<file path="src/rtl/uart_rx_fifo_reader_pkg.sv">
// Shared types and constants for the UART-to-processor FIFO read side.
package uart_rx_fifo_reader_pkg;

    localparam int unsigned ADDR_W      = 4;
    localparam int unsigned UART_DATA_W = 8;

    typedef logic [ADDR_W-1:0] addr_t;

    typedef enum logic [1:0] {
        IDLE,
        FETCH,
        CAPTURE,
        VALID
    } rd_state_t;

endpackage

</file>
<file path="src/rtl/uart_rx_fifo_reader_if.sv">
// FIFO-side and processor-side signals of the read controller.
interface uart_rx_fifo_reader_if
    import uart_rx_fifo_reader_pkg::*;
#(
    parameter int unsigned DATA_W = UART_DATA_W
) ();

    logic              comp_empty;
    addr_t             r_add;
    logic              mem_rd_en;
    logic [DATA_W-1:0] mem_rd_data;
    logic [DATA_W-1:0] rx_data;
    logic              rx_valid;
    logic              rx_ready;
    logic [15:0]       rd_count;

    modport master (
        input  comp_empty,
        input  mem_rd_data,
        input  rx_ready,
        output r_add,
        output mem_rd_en,
        output rx_data,
        output rx_valid,
        output rd_count
    );

    modport slave (
        output comp_empty,
        output mem_rd_data,
        output rx_ready,
        input  r_add,
        input  mem_rd_en,
        input  rx_data,
        input  rx_valid,
        input  rd_count
    );

endinterface

</file>
<file path="src/rtl/uart_rx_fifo_reader_rd_ptr_counter.sv">
// rd_ptr_counter: binary read pointer with increment enable and async active-low clear.
module uart_rx_fifo_reader_rd_ptr_counter
    import uart_rx_fifo_reader_pkg::*;
(
    input  logic  clk_i,
    input  logic  rst_ni,
    input  logic  en_i,
    output addr_t cnt_o
);

    addr_t cnt_q, cnt_d;

    // Natural binary wrap at 2^ADDR_W matches the comparator's pointer space.
    always_comb begin
        cnt_d = cnt_q;
        if (en_i) begin
            cnt_d = cnt_q + 1'b1;
        end
    end

    always_ff @(posedge clk_i or negedge rst_ni) begin
        if (!rst_ni) begin
            cnt_q <= '0;
        end else begin
            cnt_q <= cnt_d;
        end
    end

    assign cnt_o = cnt_q;

endmodule

</file>
<file path="src/rtl/uart_rx_fifo_reader.sv">
// Processor-side read controller: fetches FIFO words while non-empty and
// presents each one on a valid/ready handshake.
module uart_rx_fifo_reader
    import uart_rx_fifo_reader_pkg::*;
#(
    parameter int unsigned DATA_W = UART_DATA_W
) (
    input logic                   processor_clk,
    input logic                   reset,
    uart_rx_fifo_reader_if.master bus
);

    rd_state_t         state_q;
    logic [DATA_W-1:0] rx_data_q;
    logic              rx_valid_q;
    logic [15:0]       rd_count_q;
    logic              fetch;

    // Memory samples r_add at the edge closing FETCH, the same edge that advances it.
    assign fetch = (state_q == FETCH);

    uart_rx_fifo_reader_rd_ptr_counter u_rd_ptr_counter (
        .clk_i  (processor_clk),
        .rst_ni (reset),
        .en_i   (fetch),
        .cnt_o  (bus.r_add)
    );

    always_ff @(posedge processor_clk or negedge reset) begin
        if (!reset) begin
            state_q    <= IDLE;
            rx_data_q  <= '0;
            rx_valid_q <= 1'b0;
            rd_count_q <= '0;
        end else begin
            unique case (state_q)
                IDLE: begin
                    if (!bus.comp_empty) begin
                        state_q <= FETCH;
                    end
                end
                FETCH: begin
                    state_q <= CAPTURE;
                end
                CAPTURE: begin
                    rx_data_q  <= bus.mem_rd_data;
                    rx_valid_q <= 1'b1;
                    state_q    <= VALID;
                end
                VALID: begin
                    if (bus.rx_ready) begin
                        rd_count_q <= rd_count_q + 16'd1;
                        rx_valid_q <= 1'b0;
                        state_q    <= bus.comp_empty ? IDLE : FETCH;
                    end
                end
                default: begin
                    state_q    <= IDLE;
                    rx_valid_q <= 1'b0;
                end
            endcase
        end
    end

    assign bus.mem_rd_en = fetch;
    assign bus.rx_data   = rx_data_q;
    assign bus.rx_valid  = rx_valid_q;
    assign bus.rd_count  = rd_count_q;

endmodule

</file>
<file path="src/flat_wrapper.sv">
// flat-port wrapper written by rule: the top's interface ports become plain ports
module uart_rx_fifo_reader_flat import uart_rx_fifo_reader_pkg::*;
#(
    parameter int unsigned DATA_W = UART_DATA_W
)
  (processor_clk, reset, bus_comp_empty, bus_mem_rd_data, bus_rx_ready, bus_r_add, bus_mem_rd_en, bus_rx_data, bus_rx_valid, bus_rd_count);
  uart_rx_fifo_reader_if #(.DATA_W(DATA_W)) bus_i ();
  input logic processor_clk;
  input logic reset;
  input wire logic [$bits(bus_i.comp_empty)-1:0] bus_comp_empty;
  input wire logic [$bits(bus_i.mem_rd_data)-1:0] bus_mem_rd_data;
  input wire logic [$bits(bus_i.rx_ready)-1:0] bus_rx_ready;
  output wire logic [$bits(bus_i.r_add)-1:0] bus_r_add;
  output wire logic [$bits(bus_i.mem_rd_en)-1:0] bus_mem_rd_en;
  output wire logic [$bits(bus_i.rx_data)-1:0] bus_rx_data;
  output wire logic [$bits(bus_i.rx_valid)-1:0] bus_rx_valid;
  output wire logic [$bits(bus_i.rd_count)-1:0] bus_rd_count;
  assign bus_i.comp_empty = bus_comp_empty;
  assign bus_i.mem_rd_data = bus_mem_rd_data;
  assign bus_i.rx_ready = bus_rx_ready;
  assign bus_r_add = bus_i.r_add;
  assign bus_mem_rd_en = bus_i.mem_rd_en;
  assign bus_rx_data = bus_i.rx_data;
  assign bus_rx_valid = bus_i.rx_valid;
  assign bus_rd_count = bus_i.rd_count;
  uart_rx_fifo_reader #(.DATA_W(DATA_W)) u_core (.processor_clk(processor_clk), .reset(reset), .bus(bus_i));
endmodule
</file>
<file path="config.mk">
export PLATFORM = sky130hd
export DESIGN_NAME = uart_rx_fifo_reader_flat
export DESIGN_NICKNAME = d
export VERILOG_FILES = /design/src/rtl/uart_rx_fifo_reader_pkg.sv /design/src/rtl/uart_rx_fifo_reader_if.sv /design/src/rtl/uart_rx_fifo_reader_rd_ptr_counter.sv /design/src/rtl/uart_rx_fifo_reader.sv /design/src/flat_wrapper.sv
export SDC_FILE = /design/constraint.sdc
export NUM_CORES = 1
export LEC_CHECK = 0
export ABC_AREA = 1
export BUFFER_PORTS_ARGS = -buffer_cell sky130_fd_sc_hd__buf_2
export CORE_MARGIN = 2
export CORE_UTILIZATION = 46
export DETAILED_ROUTE_END_ITERATION = 8
export GPL_ROUTABILITY_DRIVEN = 0
export GPL_TIMING_DRIVEN = 0
export PLACE_DENSITY = 0.74
export SYNTH_ARGS = -nofsm -noshare
export SYNTH_HDL_FRONTEND = slang
export SYNTH_SLANG_ARGS = --single-unit
</file>
<file path="constraint.sdc">
create_clock -name processor_clk -period 1.2 [get_ports processor_clk]
set_input_delay 0.18 -clock processor_clk [delete_from_list [all_inputs] [get_ports processor_clk]]
set_output_delay 0.18 -clock processor_clk [all_outputs]
set_load 0.03 [all_outputs]
</file>
# After elaboration in Yosys (flattened, before gate mapping)
# Index checks and enable logic that the tools add are counted.
[word_totals]
in_bits = 12
output_inout_bits = 30
ff_bits = 31
wordCells = 23
[op_classes]
n_reduce_logical = 5
n_addsub = 2
n_mux = 6
n_eq_ne = 5
[ops]
columns = ["op", "n"]
rows = [
  ["$add A16 B1 Y16 const B", 1],
  ["$pmux W2 S4", 1],
  ["$reduce_and A2 Y1", 3],
  ["$add A4 B1 Y4 const B", 1],
  ["$eq A2 B2 Y1 const B", 2],
  ["$mux W2", 2],
  ["$ne A2 B2 Y1 const B", 2],
  ["$eq A2 B1 Y1 const B", 1],
  ["$logic_not A2 Y1", 1],
  ["$mux W1", 2],
  ["$pmux W1 S2", 1],
  ["$reduce_bool A2 Y1", 1],
]

# Logic depth before layout (Yosys ltp)
# Gate-level depths: netlist (run 1).
[logic_depth]
word_depth = 3
mapped_depth = 9

# Cells and area by module
# A second synthesis (run 1) with hierarchy kept.
[hier_totals]
cells_unflattened = 150
area_unflattened_um2 = 1515.2
[modules_own_cells]
columns = ["module", "instances", "cells_per_inst", "area_per_inst_um2"]
rows = [
  ["uart_rx_fifo_reader", 1, 131, 1337.5],
  ["uart_rx_fifo_reader_rd_ptr_counter", 1, 19, 177.7],
]

# Worst setup path after synthesis (run 1)
# No wires, ideal clock.
[synth_timing]
path_type = "register to register"
start = "reg u_core.rd_count_q[0], in the netlist u_core.bus.rd_count[0]"
end = "reg u_core.rd_count_q[14], in the netlist u_core.bus.rd_count[14]"
setup_slack_ps = -249
path_stages_with_launch = 9
arrival_time_ps = 1331
synth_period_minus_slack_ps = 1449
cell_sequence = "dfrtp_1 > ha_1 > inv_1 > nor2_4 > nand3_2 > nor2_4 > nand2_1 > nand2_1 > nand2_1"
[synth_between]
elab_chain_cells = 1
[synth_lines]
columns = ["element", "line_no", "rtl"]
rows = [
  ["start, declared", "uart_rx_fifo_reader.sv:16", "logic [15:0] rd_count_q;"],
  ["start signal, assigned", "uart_rx_fifo_reader.sv:52", "rd_count_q <= rd_count_q + 16'd1;"],
  ["$add A16 B1 Y16", "uart_rx_fifo_reader.sv:52", ""],
]
# No other way between the ends.
# A chain may end at the register's enable or synchronous reset.

# Worst setup path after layout (run 1)
[layout_timing]
start = "reg u_core.state_q[0]"
end = "reg u_core.rx_data_q[7], in the netlist u_core.bus.rx_data[7]"
[layout_between]
elab_chain_cells = 1
[layout_lines]
columns = ["element", "line_no", "rtl"]
rows = [
  ["start, declared", "uart_rx_fifo_reader.sv:13", "rd_state_t state_q;"],
  ["start signal, assigned", "uart_rx_fifo_reader.sv:54", "state_q <= bus.comp_empty ? IDLE : FETCH;"],
  ["$eq A2 B2 Y1", "uart_rx_fifo_reader.sv:36", "unique case (state_q)"],
  ["end signal, assigned", "uart_rx_fifo_reader.sv:46", "rx_data_q <= bus.mem_rd_data;"],
  ["end, declared", "uart_rx_fifo_reader.sv:14", "logic [DATA_W-1:0] rx_data_q;"],
]
# No other way between the ends.

==> results of run 1 <==
## placed cells by master, fill, tap and decap left out, types with 3 or more instances in the layout
master	instances
clkbuf_4	10
inv_2	5
o21ai_1	3
ha_4	4
buf_2	35
xor2_1	9
buf_4	12
ha_1	3
nand2_1	31
nand3_1	4
dfrtp_1	23
dfrtp_2	8
nor2_1	8
xnor2_1	4
nor2_4	7
inv_1	14
buf_6	5
nand2_2	3
mux2_2	8
## Yosys cell counts
| library cell | instances |
|---|---|
| a21oi_1 | 1 |
| buf_2 | 1 |
| dfrtp_1 | 31 |
| ha_1 | 7 |
| inv_1 | 19 |
| inv_2 | 1 |
| mux2_2 | 9 |
| nand2_1 | 32 |
| nand2_2 | 3 |
| nand2_4 | 1 |
| nand3_1 | 5 |
| nand3_2 | 2 |
| nand3b_1 | 1 |
| nand4_1 | 2 |
| nor2_1 | 10 |
| nor2_2 | 3 |
| nor2_4 | 3 |
| nor3_1 | 2 |
| nor3_4 | 1 |
| o21ai_0 | 4 |
| o21ai_1 | 1 |
| xnor2_1 | 4 |
| xor2_1 | 9 |
## power groups by stage
stage	Clock, mW	Combinational, mW	Sequential [mW]
2_1_floorplan	0	0.810	2.25
3_3_place_gp	0	1.82	1.67
3_5_place_dp	0	1.88	1.70
4_1_cts	0.709	2.10	1.72
5_1_grt	0.752	2.55	1.75
6_report	0.690	2.36	1.70
## stage by stage
step / TNS [ns] / cell area (µm²) / setup slack [ns]
3_3_place_gp: -1.947 / 1809 / -0.2145
6_report: -2.629 / 2140 / -0.1649
4_1_cts: -1.882 / 1998 / -0.1263
2_1_floorplan: -0.7840 / 1549 / -0.1149
3_5_place_dp: -2.901 / 1809 / -0.2547
5_1_grt: -4.207 / 2140 / -0.2229
## state kept, by name (all words and copies together) (netlist names)
name / cells
u_core.bus.rd_count: 16
u_core.bus.rx_data: 8
u_core.u_rd_ptr_counter.cnt_o: 4
u_core.state_q: 2
u_core.bus.rx_valid: 1
## timing repair
action	CTS	global route
pin swaps	6	9
gates resized for setup	16	22
endpoints found under the setup margin	24	34
hold buffers	1	0
buffers inserted	6	10
hold endpoints to repair	31	0
## cells by family (layout without fill, tap and decap cells)
group	after synthesis	in the layout	share of synthesized area
AND/OR/NAND/NOR	65	65	0.2181
AO/OA/AOI/OAI	6	6	0.01975
multiplexers	9	9	0.06667
flip-flops	31	31	0.5103
adder cells (fa/ha/maj)	7	7	0.05761
XOR/XNOR	13	13	0.07490
buffers and inverters	21	86	0.05267
## worst paths after layout
kind | depth (start not counted) | end | from | slack [ns]
setup / recovery | 4 | u_core.bus.rx_data[7] | u_core.state_q[0] | -0.16
hold / removal | 2 | u_core.bus.rx_data[3] | bus_mem_rd_data[3] | 0.08
setup reg to reg | 4 | u_core.bus.rx_data[7] | u_core.state_q[0] | -0.16
hold reg to reg | 1 | u_core.u_rd_ptr_counter.cnt_o[3] | u_core.u_rd_ptr_counter.cnt_o[3] | 0.47
max in group asynchronous | 2 | u_core.bus.rd_count[0] | reset | 0.28
min in group asynchronous | 2 | u_core.bus.rx_data[4] | reset | 0.44
## layout make-up
type	count	area share
multi-input cells	100	0.3661
inverters	20	0.03626
well taps	44	0.02573
repair buffers	57	0.1673
plain buffers	1	0.005263
clock buffers	8	0.03216
flip-flops and latches	31	0.3673
## per-layer routing
layer	wire length [µm]	up-vias
li1	-	605
met1	1424	572
met2	1531	36
met3	186	5
met4	34	0
met5	0	-
## worst max-delay path: cells and delay by family, from the launching register on
kind | cells | cell delay, ns
DFF | 1 | 0.48
muxes | 1 | 0.33
buffers and inverters | 2 | 0.27
adders and majority gates | 1 | 0.17
==> flow_summary_export.csv, run 1 <==
group,metric,value,unit
logic_synthesis,avgSynthCellArea,10.00,µm²
floorplanning,io_pins,42,
routing,viasPerCell,4.667,
logic_synthesis,ys_ff_latch,31,
floorplanning,die_h,61.49,µm
logic_synthesis,ys_warn_count,0,
floorplanning,core_area,3103,µm²
worst_setup_path,worstPathMaxFanout,9,
floorplanning,num_rows,20,
floorplanning,die-area,3780,µm²
pwr,ir_drop,1621,µV
placed_design,dp_hpwl,2097,µm
sta,grt_setup_unrepaired,"true",
global_route,grt_use_total,0.1764,
worst_setup_path,crit_chain,"inv_2 -> ha_1 -> buf_6 -> mux2_2",
sta,period_minus_slack,1.365,ns
clocking,clkTransAtPathRegs,0.10,ns
worst_setup_path,cpPeakStageDelay,0.48,ns
sta,worst_hold_slack,0.07689,ns
outcome,violations,"negative setup slack",
routing,drtPass1Iterations,4,
worst_setup_path,slowest_stage,"dfrtp_2",
sta,slew_viol_final,0,
placed_design,portBuffers,41,
sta,maxSlewHeadroom,0.5447,
min_path,hp-class,"input port to flip-flop",
cells_and_area,nFillCells,239,
job,drv_cap,0,
global_route,grtUsageMet2,0.2887,
pwr,intPower,2.735,mW
sta,max_freq,732.7,MHz
worst_setup_path,setup.worst_path.end_class,"flip-flop",
cells_and_area,post-route-util,0.6895,
pwr,power_density,2220,nW/µm²
clocking,cts_tree,"built",
worst_setup_path,required,1.42,ns
routing,drc_errors,0,
sta,fin_ws,-0.1649,ns
cells_and_area,multi_input_area,783.3,µm²
global_route,grt_max_degree,32,
logic_synthesis,synth_cell_types,23,
global_route,grt_pass1_wl,4843,µm
routing,via_count,1218,
placed_design,placed_cells,237,
floorplanning,die_x,61.49,µm
logic_synthesis,synth_top_area_share,0.5103,
worst_setup_path,arrival,1.58,ns
clocking,h-tree-depth,2,
cells_and_area,nets,235,
outcome,status,"finished, violations left",
pwr,power_leakage,1.090,nW
logic_synthesis,synth_cells,152,
pwr,p_clk_frac,0.145,
routing,drt_iter0_drc,30,
cells_and_area,syn_to_final_growth,40.74,%
pwr,power.share.switching,0.4240,
logic_synthesis,yosysTopAreaCell,"dfrtp_1",
global_route,busiest_layer,"met2",
clocking,clk_latency,0.33,ns
global_route,antenna_found_initial,0,
clocking,cts_made_buffers,5,
cells_and_area,regArea,785.8,µm²
global_route,use_met3,0.05672,
routing,wl_per_cell,12.17,µm
global_route,use_met1,0.2147,
clocking,cts.sinks,31,
logic_synthesis,syn_area,1520,µm²
pwr,p_sw,2.013,mW
worst_setup_path,worstSetupPathType,"flip-flop to flip-flop",
sta,worst_pin_slew,0.6829,ns
logic_synthesis,yosys-top-cells-area,"dfrtp_1 (51%), nand2_1 (7.9%), mux2_2 (6.7%)",
clocking,cts_max_path_buffers,2,
floorplanning,start_util,0.4899,
logic_synthesis,synth_sequential_area_ratio,0.5103,
sta,setup_viol,26,
clocking,root_buffer,"clkbuf_4",
pwr,power_frac_seq,0.359,
sta,fin_crit_sh,1.137,
worst_setup_path,cp-start-kind,"flip-flop",
sta,skew,0.007343,ns
routing,wl,3176,µm
global_route,grt_pass1_vias,1150,
cells_and_area,layoutNonFillerInstCount,261,
global_route,grt-ovfl-total,0,
cells_and_area,drive_above_1_share,0.5023,
routing,drtAntennaViolNets,0,
pwr,power,4.749,mW
sta,final_hold_viol_count,0,
logic_synthesis,synth_nets,171,
cells_and_area,antenna_cells,0,
pwr,p_comb_frac,0.496,
Power figures use the tool's default switching activity.
==> run 2: changes to the inputs <==
--- a/config.mk
+++ b/config.mk
@@ -5,14 +5,14 @@
 export SDC_FILE = /design/constraint.sdc
 export NUM_CORES = 1
 export LEC_CHECK = 0
-export ABC_AREA = 1
 export BUFFER_PORTS_ARGS = -buffer_cell sky130_fd_sc_hd__buf_2
 export CORE_MARGIN = 2
-export CORE_UTILIZATION = 46
+export CORE_UTILIZATION = 45
 export DETAILED_ROUTE_END_ITERATION = 8
 export GPL_ROUTABILITY_DRIVEN = 0
 export GPL_TIMING_DRIVEN = 0
 export PLACE_DENSITY = 0.74
+export SETUP_SLACK_MARGIN = 0.3
 export SYNTH_ARGS = -nofsm -noshare
 export SYNTH_HDL_FRONTEND = slang
 export SYNTH_SLANG_ARGS = --single-unit
==> run 2 against run 1 <==
Effect of this change: the flow finishes with violations (negative hold slack, negative setup slack); clock-buffer cell count decreased by 2; critical path depth increased by 1; sequential share of layout area decreased by 1.4 points; synthesized cell count decreased by 31%; synthesized area decreased by 10%; die area decreased by 7.9%; via count decreased by 10%; highest routed layer unchanged.
==> flow_summary_export.csv, run 2 <==
group,metric,value,unit
global_route,grtUsageMet2,0.3333,
worst_setup_path,cpPeakStageDelay,0.46,ns
outcome,violations,"negative hold slack, negative setup slack",
placed_design,dp_hpwl,1933,µm
cells_and_area,nets,201,
global_route,antenna_found_initial,0,
clocking,clk_latency,0.34,ns
sta,max_freq,703.8,MHz
logic_synthesis,yosysTopAreaCell,"dfrtp_1",
floorplanning,die-area,3481,µm²
global_route,grt_pass1_wl,5154,µm
floorplanning,io_pins,42,
logic_synthesis,synth_cells,105,
clocking,h-tree-depth,2,
worst_setup_path,arrival,1.66,ns
worst_setup_path,crit_chain,"ha_4 -> and4_4 -> and3_4 -> nand3_2 -> xnor2_2",
sta,fin_ws,-0.2208,ns
floorplanning,core_area,2805,µm²
sta,grt_setup_unrepaired,"true",
pwr,ir_drop,2199,µV
clocking,cts_made_buffers,5,
placed_design,portBuffers,41,
floorplanning,start_util,0.4853,
placed_design,placed_cells,177,
logic_synthesis,ys_ff_latch,31,
placed_design,placed_cell_area,1647,µm²
cells_and_area,post-route-util,0.7975,
global_route,busiest_layer,"met2",
routing,wl,3317,µm
worst_setup_path,worstPathMaxFanout,5,
worst_setup_path,slowest_stage,"dfrtp_2",
logic_synthesis,synth-edff-count,0,
pwr,power_density,2512,nW/µm²
logic_synthesis,ys.flop_type,"dfrtp_1",
routing,drc_errors,0,
global_route,use_met1,0.2457,
routing,via_count,1091,
cells_and_area,layout_common_cells,"buf_6 (31), buf_4 (28), dfrtp_1 (19)",
clocking,cts.sinks,31,
logic_synthesis,avgSynthCellArea,12.96,µm²
global_route,grt_pass1_vias,1103,
worst_setup_path,cp-start-kind,"flip-flop",
logic_synthesis,synth_cell_types,22,
cells_and_area,layout_commonest_cell,"buf_6",
logic_synthesis,synthMostInstantiatedCell,"dfrtp_1",
min_path,hp-class,"input port to async pin",
sta,setup_tns,-3.894,ns
sta,maxSlewHeadroom,0.5478,
floorplanning,die_x,59,µm
global_route,grt-ovfl-total,0,
cells_and_area,syn_to_final_growth,64.34,%
cells_and_area,stdcell_area,2237,µm²
sta,slew_viol_final,0,
clocking,root_buffer,"clkbuf_4",
logic_synthesis,synth_nets,124,
global_route,use_met3,0.08297,
worst_setup_path,required,1.44,ns
worst_setup_path,worstSetupPathType,"flip-flop to flip-flop",
worst_setup_path,worstReg2RegEnd,"u_core.bus.rd_count[11]",
cells_and_area,antenna_cells,0,
clocking,cts_max_path_buffers,2,
routing,wl_per_cell,15.50,µm
logic_synthesis,ys_warn_count,0,
cells_and_area,largest_reg_flops,16,
worst_setup_path,ff2ff_setup_slack,-0.22,ns
logic_synthesis,yosys-top-cells-area,"dfrtp_1 (57%), xnor2_1 (10%), mux2_2 (8.3%)",
sta,final_hold_viol_count,31,
sta,period_minus_slack,1.421,ns
floorplanning,num_rows,19,
floorplanning,die_h,59,µm
sta,skew,0.01388,ns
sta,worst_hold_slack,-0.1293,ns
sta,worst_pin_slew,0.6783,ns
logic_synthesis,synth_top_area_share,0.5699,
clocking,clkTransAtPathRegs,0.10,ns
worst_setup_path,r2r_cells,5,
routing,drtPass1Iterations,4,
outcome,status,"finished, violations left",
cells_and_area,drive_above_1_share,0.6667,
routing,drtAntennaViolNets,0,
logic_synthesis,async_flop_share,1.000,
sta,fin_crit_sh,1.184,
job,drv_cap,0,
logic_synthesis,syn_area,1361,µm²
sta,setup_viol,28,
global_route,grt_max_degree,32,
routing,viasPerCell,5.098,
pwr,power_leakage,1.087,nW
worst_setup_path,r2r_start,"u_core.state_q[0]",
routing,drt_iter0_drc,22,
clocking,cts_tree,"built",
global_route,grt_use_total,0.2070,
logic_synthesis,synthTopCellsByCount,"dfrtp_1 (31), xnor2_1 (16), mux2_2 (10)",
logic_synthesis,synth_sequential_area_ratio,0.5699,
cells_and_area,layoutNonFillerInstCount,214,
worst_setup_path,setup.worst_path.end_class,"flip-flop",
## run 2: changes by cell type after synthesis, sizes merged, moves of 3 or more
cell   previous run  this run
nor2             16         2
xor2              9         2
nor3              3         0
nand2            36         7
inv              20         4
xnor2             4        16
o21ai             5         1
and3              0         6
## run 2: repair_timing
item | in CTS | in global routing
hold endpoints to repair | 31 | 31
buffers inserted | 26 | 3
pin swaps | 15 | 4
setup endpoints to repair | 61 | 61
cloned | 0 | 0
gates resized for setup | 76 | 7
## run 2: how the worst max path moves through the flow
stage | start | end | slack [ns] | depth (start not counted)
2_1_floorplan | u_core.state_q[0] | u_core.bus.rd_count[13] | -0.16 | 5
3_5_place_dp | u_core.state_q[0] | u_core.state_q[0] | -0.32 | 5
4_1_cts | u_core.state_q[0] | u_core.bus.rd_count[13] | -0.20 | 5
6_report | u_core.state_q[0] | u_core.bus.rd_count[11] | -0.22 | 5
3_3_place_gp | u_core.state_q[0] | u_core.state_q[0] | -0.22 | 5
5_1_grt | u_core.state_q[0] | u_core.bus.rd_count[9] | -0.26 | 5
## run 2: final cells by class
class	instances	area [µm²]
repair buffers	70	614.3
well taps	31	38.79
inverters	4	15.01
multi-input cells	69	676.9
flip-flops and latches	31	790.8
clock buffers	6	51.30
clock inverters	2	35.03
plain buffers	1	15.01
fillers	158	568.0
## run 2: cell families after synthesis
family,count (synthesis),synth area share
AOI/OAI and AO/OA,6,0.03124
xor gates and xnor gates,18,0.1158
adders and majority gates,7,0.06434
buffers and inverters,5,0.01378
DFF,31,0.5699
muxes,10,0.08272
and+or+nand+nor,28,0.1222
## run 2: routing by layer
metal,routed length (µm),up-vias
met5,0,-
met4,53,0
met3,153,6
met2,1787,26
met1,1322,539
li1,-,520
## run 2: critical path: cells and delay by family, from the launching register on
kind	cells	cell delay, ns
flip-flops	1	0.46
XOR/XNOR	1	0.14
adder cells (fa/ha/maj)	1	0.16
AND/OR/NAND/NOR	3	0.57
## run 2: power by group
part | switching (mW) | leakage, nW | internal [mW]
sequential | 0.352 | 0.374 | 1.41
clock | 0.361 | 0.0482 | 0.492
combinational | 1.45 | 0.665 | 1.56
total | 2.16 | 1.09 | 3.46
## run 2: metrics by stage
stage               power [mW]  setup WS [ns]
CTS                      5.445        -0.1970
floorplan                3.108        -0.1612
global placement         3.580        -0.2227
global route             5.909        -0.2638
finish                   5.620        -0.2208
detailed placement       3.667        -0.3168
==> run 3: changes to the inputs <==
--- a/config.mk
+++ b/config.mk
@@ -6,12 +6,11 @@
 export NUM_CORES = 1
 export LEC_CHECK = 0
 export BUFFER_PORTS_ARGS = -buffer_cell sky130_fd_sc_hd__buf_2
-export CORE_MARGIN = 2
-export CORE_UTILIZATION = 45
+export CORE_MARGIN = 1.5
+export CORE_UTILIZATION = 50
 export DETAILED_ROUTE_END_ITERATION = 8
 export GPL_ROUTABILITY_DRIVEN = 0
-export GPL_TIMING_DRIVEN = 0
-export PLACE_DENSITY = 0.74
+export PLACE_DENSITY = 0.78
 export SETUP_SLACK_MARGIN = 0.3
 export SYNTH_ARGS = -nofsm -noshare
 export SYNTH_HDL_FRONTEND = slang
==> constraint.sdc (replaced) <==
create_clock -name processor_clk -period 1.35 [get_ports processor_clk]
set_input_delay 0.2025 -clock processor_clk [delete_from_list [all_inputs] [get_ports processor_clk]]
set_output_delay 0.2025 -clock processor_clk [all_outputs]
set_load 0.03 [all_outputs]
==> run 3 against run 2 <==
Effect of this change: the flow finishes with violations (negative setup slack); combinational power increased by 5%; core utilization increased by 17 points; critical path depth increased by 1; worst hold slack improved by 0.22 ns; clock skew increased by 0.0063 ns; power decreased by 3.1%; sequential cell count unchanged; critical endpoint is now u_core.bus.rd_count[7]; largest cell class unchanged.
==> flow_summary_export.csv, run 3 (synthesis gave the netlist of run 2 again) <==
group,metric,value,unit
sta,fin_crit_sh,1.092,
cells_and_area,layoutNonFillerInstCount,226,
sta,setup_viol,21,
cells_and_area,nFillCells,41,
cells_and_area,antenna_cells,0,
floorplanning,core_area,2522,µm²
clocking,cts_made_buffers,5,
global_route,grt_pass1_vias,1196,
sta,final_hold_viol_count,0,
clocking,clk_latency,0.34,ns
floorplanning,die-area,3045,µm²
routing,via_count,1309,
floorplanning,die_h,55.18,µm
cells_and_area,drive_above_1_share,0.7602,
worst_setup_path,ff2ff_setup_slack,-0.12,ns
sta,worst_hold_slack,0.09356,ns
sta,skew,0.02022,ns
placed_design,placed_cells,183,
sta,grt_setup_unrepaired,"true",
pwr,ir_drop,2159,µV
routing,drtAntennaViolNets,0,
floorplanning,num_rows,18,
outcome,violations,"negative setup slack",
routing,wl,5354,µm
global_route,grt_max_degree,32,
min_path,hp-class,"input port to flip-flop",
worst_setup_path,cpPeakStageDelay,0.44,ns
worst_setup_path,cp-start-kind,"flip-flop",
pwr,power_leakage,1.206,nW
clocking,cts.sinks,31,
worst_setup_path,slowest_stage,"dfrtp_2",
sta,max_freq,678.3,MHz
worst_setup_path,setup.worst_path.end_class,"flip-flop",
clocking,root_buffer,"clkbuf_4",
cells_and_area,largest_reg_flops,16,
sta,fin_ws,-0.1243,ns
cells_and_area,layout_commonest_cell,"buf_6",
outcome,status,"finished, violations left",
placed_design,portBuffers,41,
sta,setup_tns,-1.082,ns
routing,drtPass1Iterations,4,
sta,slew_viol_final,0,
sta,worst_pin_slew,0.3876,ns
clocking,cts_tree,"built",
sta,period_minus_slack,1.474,ns
cells_and_area,nets,214,
worst_setup_path,crit_chain,"ha_4 -> and4_4 -> and3_4 -> buf_6 -> nand2_4 -> xnor2_2",
cells_and_area,syn_to_final_growth,79.87,%
floorplanning,io_pins,42,
routing,viasPerCell,5.792,
placed_design,dp_hpwl,1845,µm
cells_and_area,layout_common_cells,"buf_6 (37), buf_4 (35), dfrtp_1 (18)",
pwr,power_density,2223,nW/µm²
worst_setup_path,arrival,1.71,ns
sta,maxSlewHeadroom,0.7416,
routing,drc_errors,0,
floorplanning,start_util,0.5397,
global_route,grt-ovfl-total,0,
placed_design,pre_cts_ws,-0.03253,ns
routing,wl_per_cell,23.69,µm
cells_and_area,multi_input_area,785.8,µm²
cells_and_area,regArea,792.0,µm²
global_route,grt_use_total,0.2798,
clocking,h-tree-depth,2,
job,drv_cap,0,
global_route,antenna_found_initial,0,
clocking,clkTransAtPathRegs,0.12,ns
worst_setup_path,worstSetupPathType,"flip-flop to flip-flop",
clocking,cts_max_path_buffers,2,
routing,drt_iter0_drc,38,
worst_setup_path,required,1.58,ns
floorplanning,die_x,55.18,µm
global_route,grt_pass1_wl,5644,µm
worst_setup_path,worstPathMaxFanout,5,
## run 3: what timing repair did
| item | CTS | global route |
|---|---|---|
| gates resized for setup | 77 | 34 |
| setup endpoints to repair | 61 | 61 |
| hold buffers | 1 | 0 |
| pin swaps | 20 | 18 |
| setup buffers | 21 | 12 |
| gates cloned | 0 | 1 |
| hold endpoints to repair | 31 | 0 |
## run 3: routing by layer
layer	routed length, µm	GRT usage
met2	2890	0.5020
met3	366	0.09946
met4	327	0.1585
met5	0	0
met1	1770	0.2771
## run 3: critical path, delay by kind of cell, from the launching register on
| family | cells | cell delay (ns) |
|---|---|---|
| xor gates and xnor gates | 1 | 0.13 |
| adders and majority gates | 1 | 0.16 |
| buffers and inverters | 1 | 0.12 |
| DFF | 1 | 0.44 |
| and+or+nand+nor | 3 | 0.55 |
## run 3: final cells by class
cell class,instances,area share
clock buffer,8,0.02810
inverter,4,0.008176
multi-input combinational,69,0.3209
sequential,31,0.3235
tap,30,0.01533
timing repair buffer,84,0.3040
## run 3: stage by stage
step	power, mW	utilization	cell area (µm²)
2_1_floorplan	2.763	-	1403
3_3_place_gp	3.280	0.6731	1698
3_5_place_dp	3.351	0.6731	1698
4_1_cts	4.634	0.8700	2195
5_1_grt	5.619	0.9707	2449
6_report	5.444	0.9707	2449
## run 3: where the power goes
part           total, mW  internal [mW]  switching [mW]
sequential          1.62           1.26           0.367
clock              0.654          0.307           0.347
combinational       3.17           1.58            1.58
## run 3: path summary, 6_finish.rpt
path,startpoint,end,cells after the start
min in group asynchronous,reset,u_core.bus.rd_count[13],3
setup reg to reg,u_core.state_q[0],u_core.bus.rd_count[7],6
hold reg to reg,u_core.bus.rx_data[7],u_core.bus.rx_data[7],1
setup / recovery,u_core.state_q[0],u_core.bus.rd_count[7],6
max in group asynchronous,reset,u_core.state_q[0],3
hold / removal,bus_mem_rd_data[0],u_core.bus.rx_data[0],2
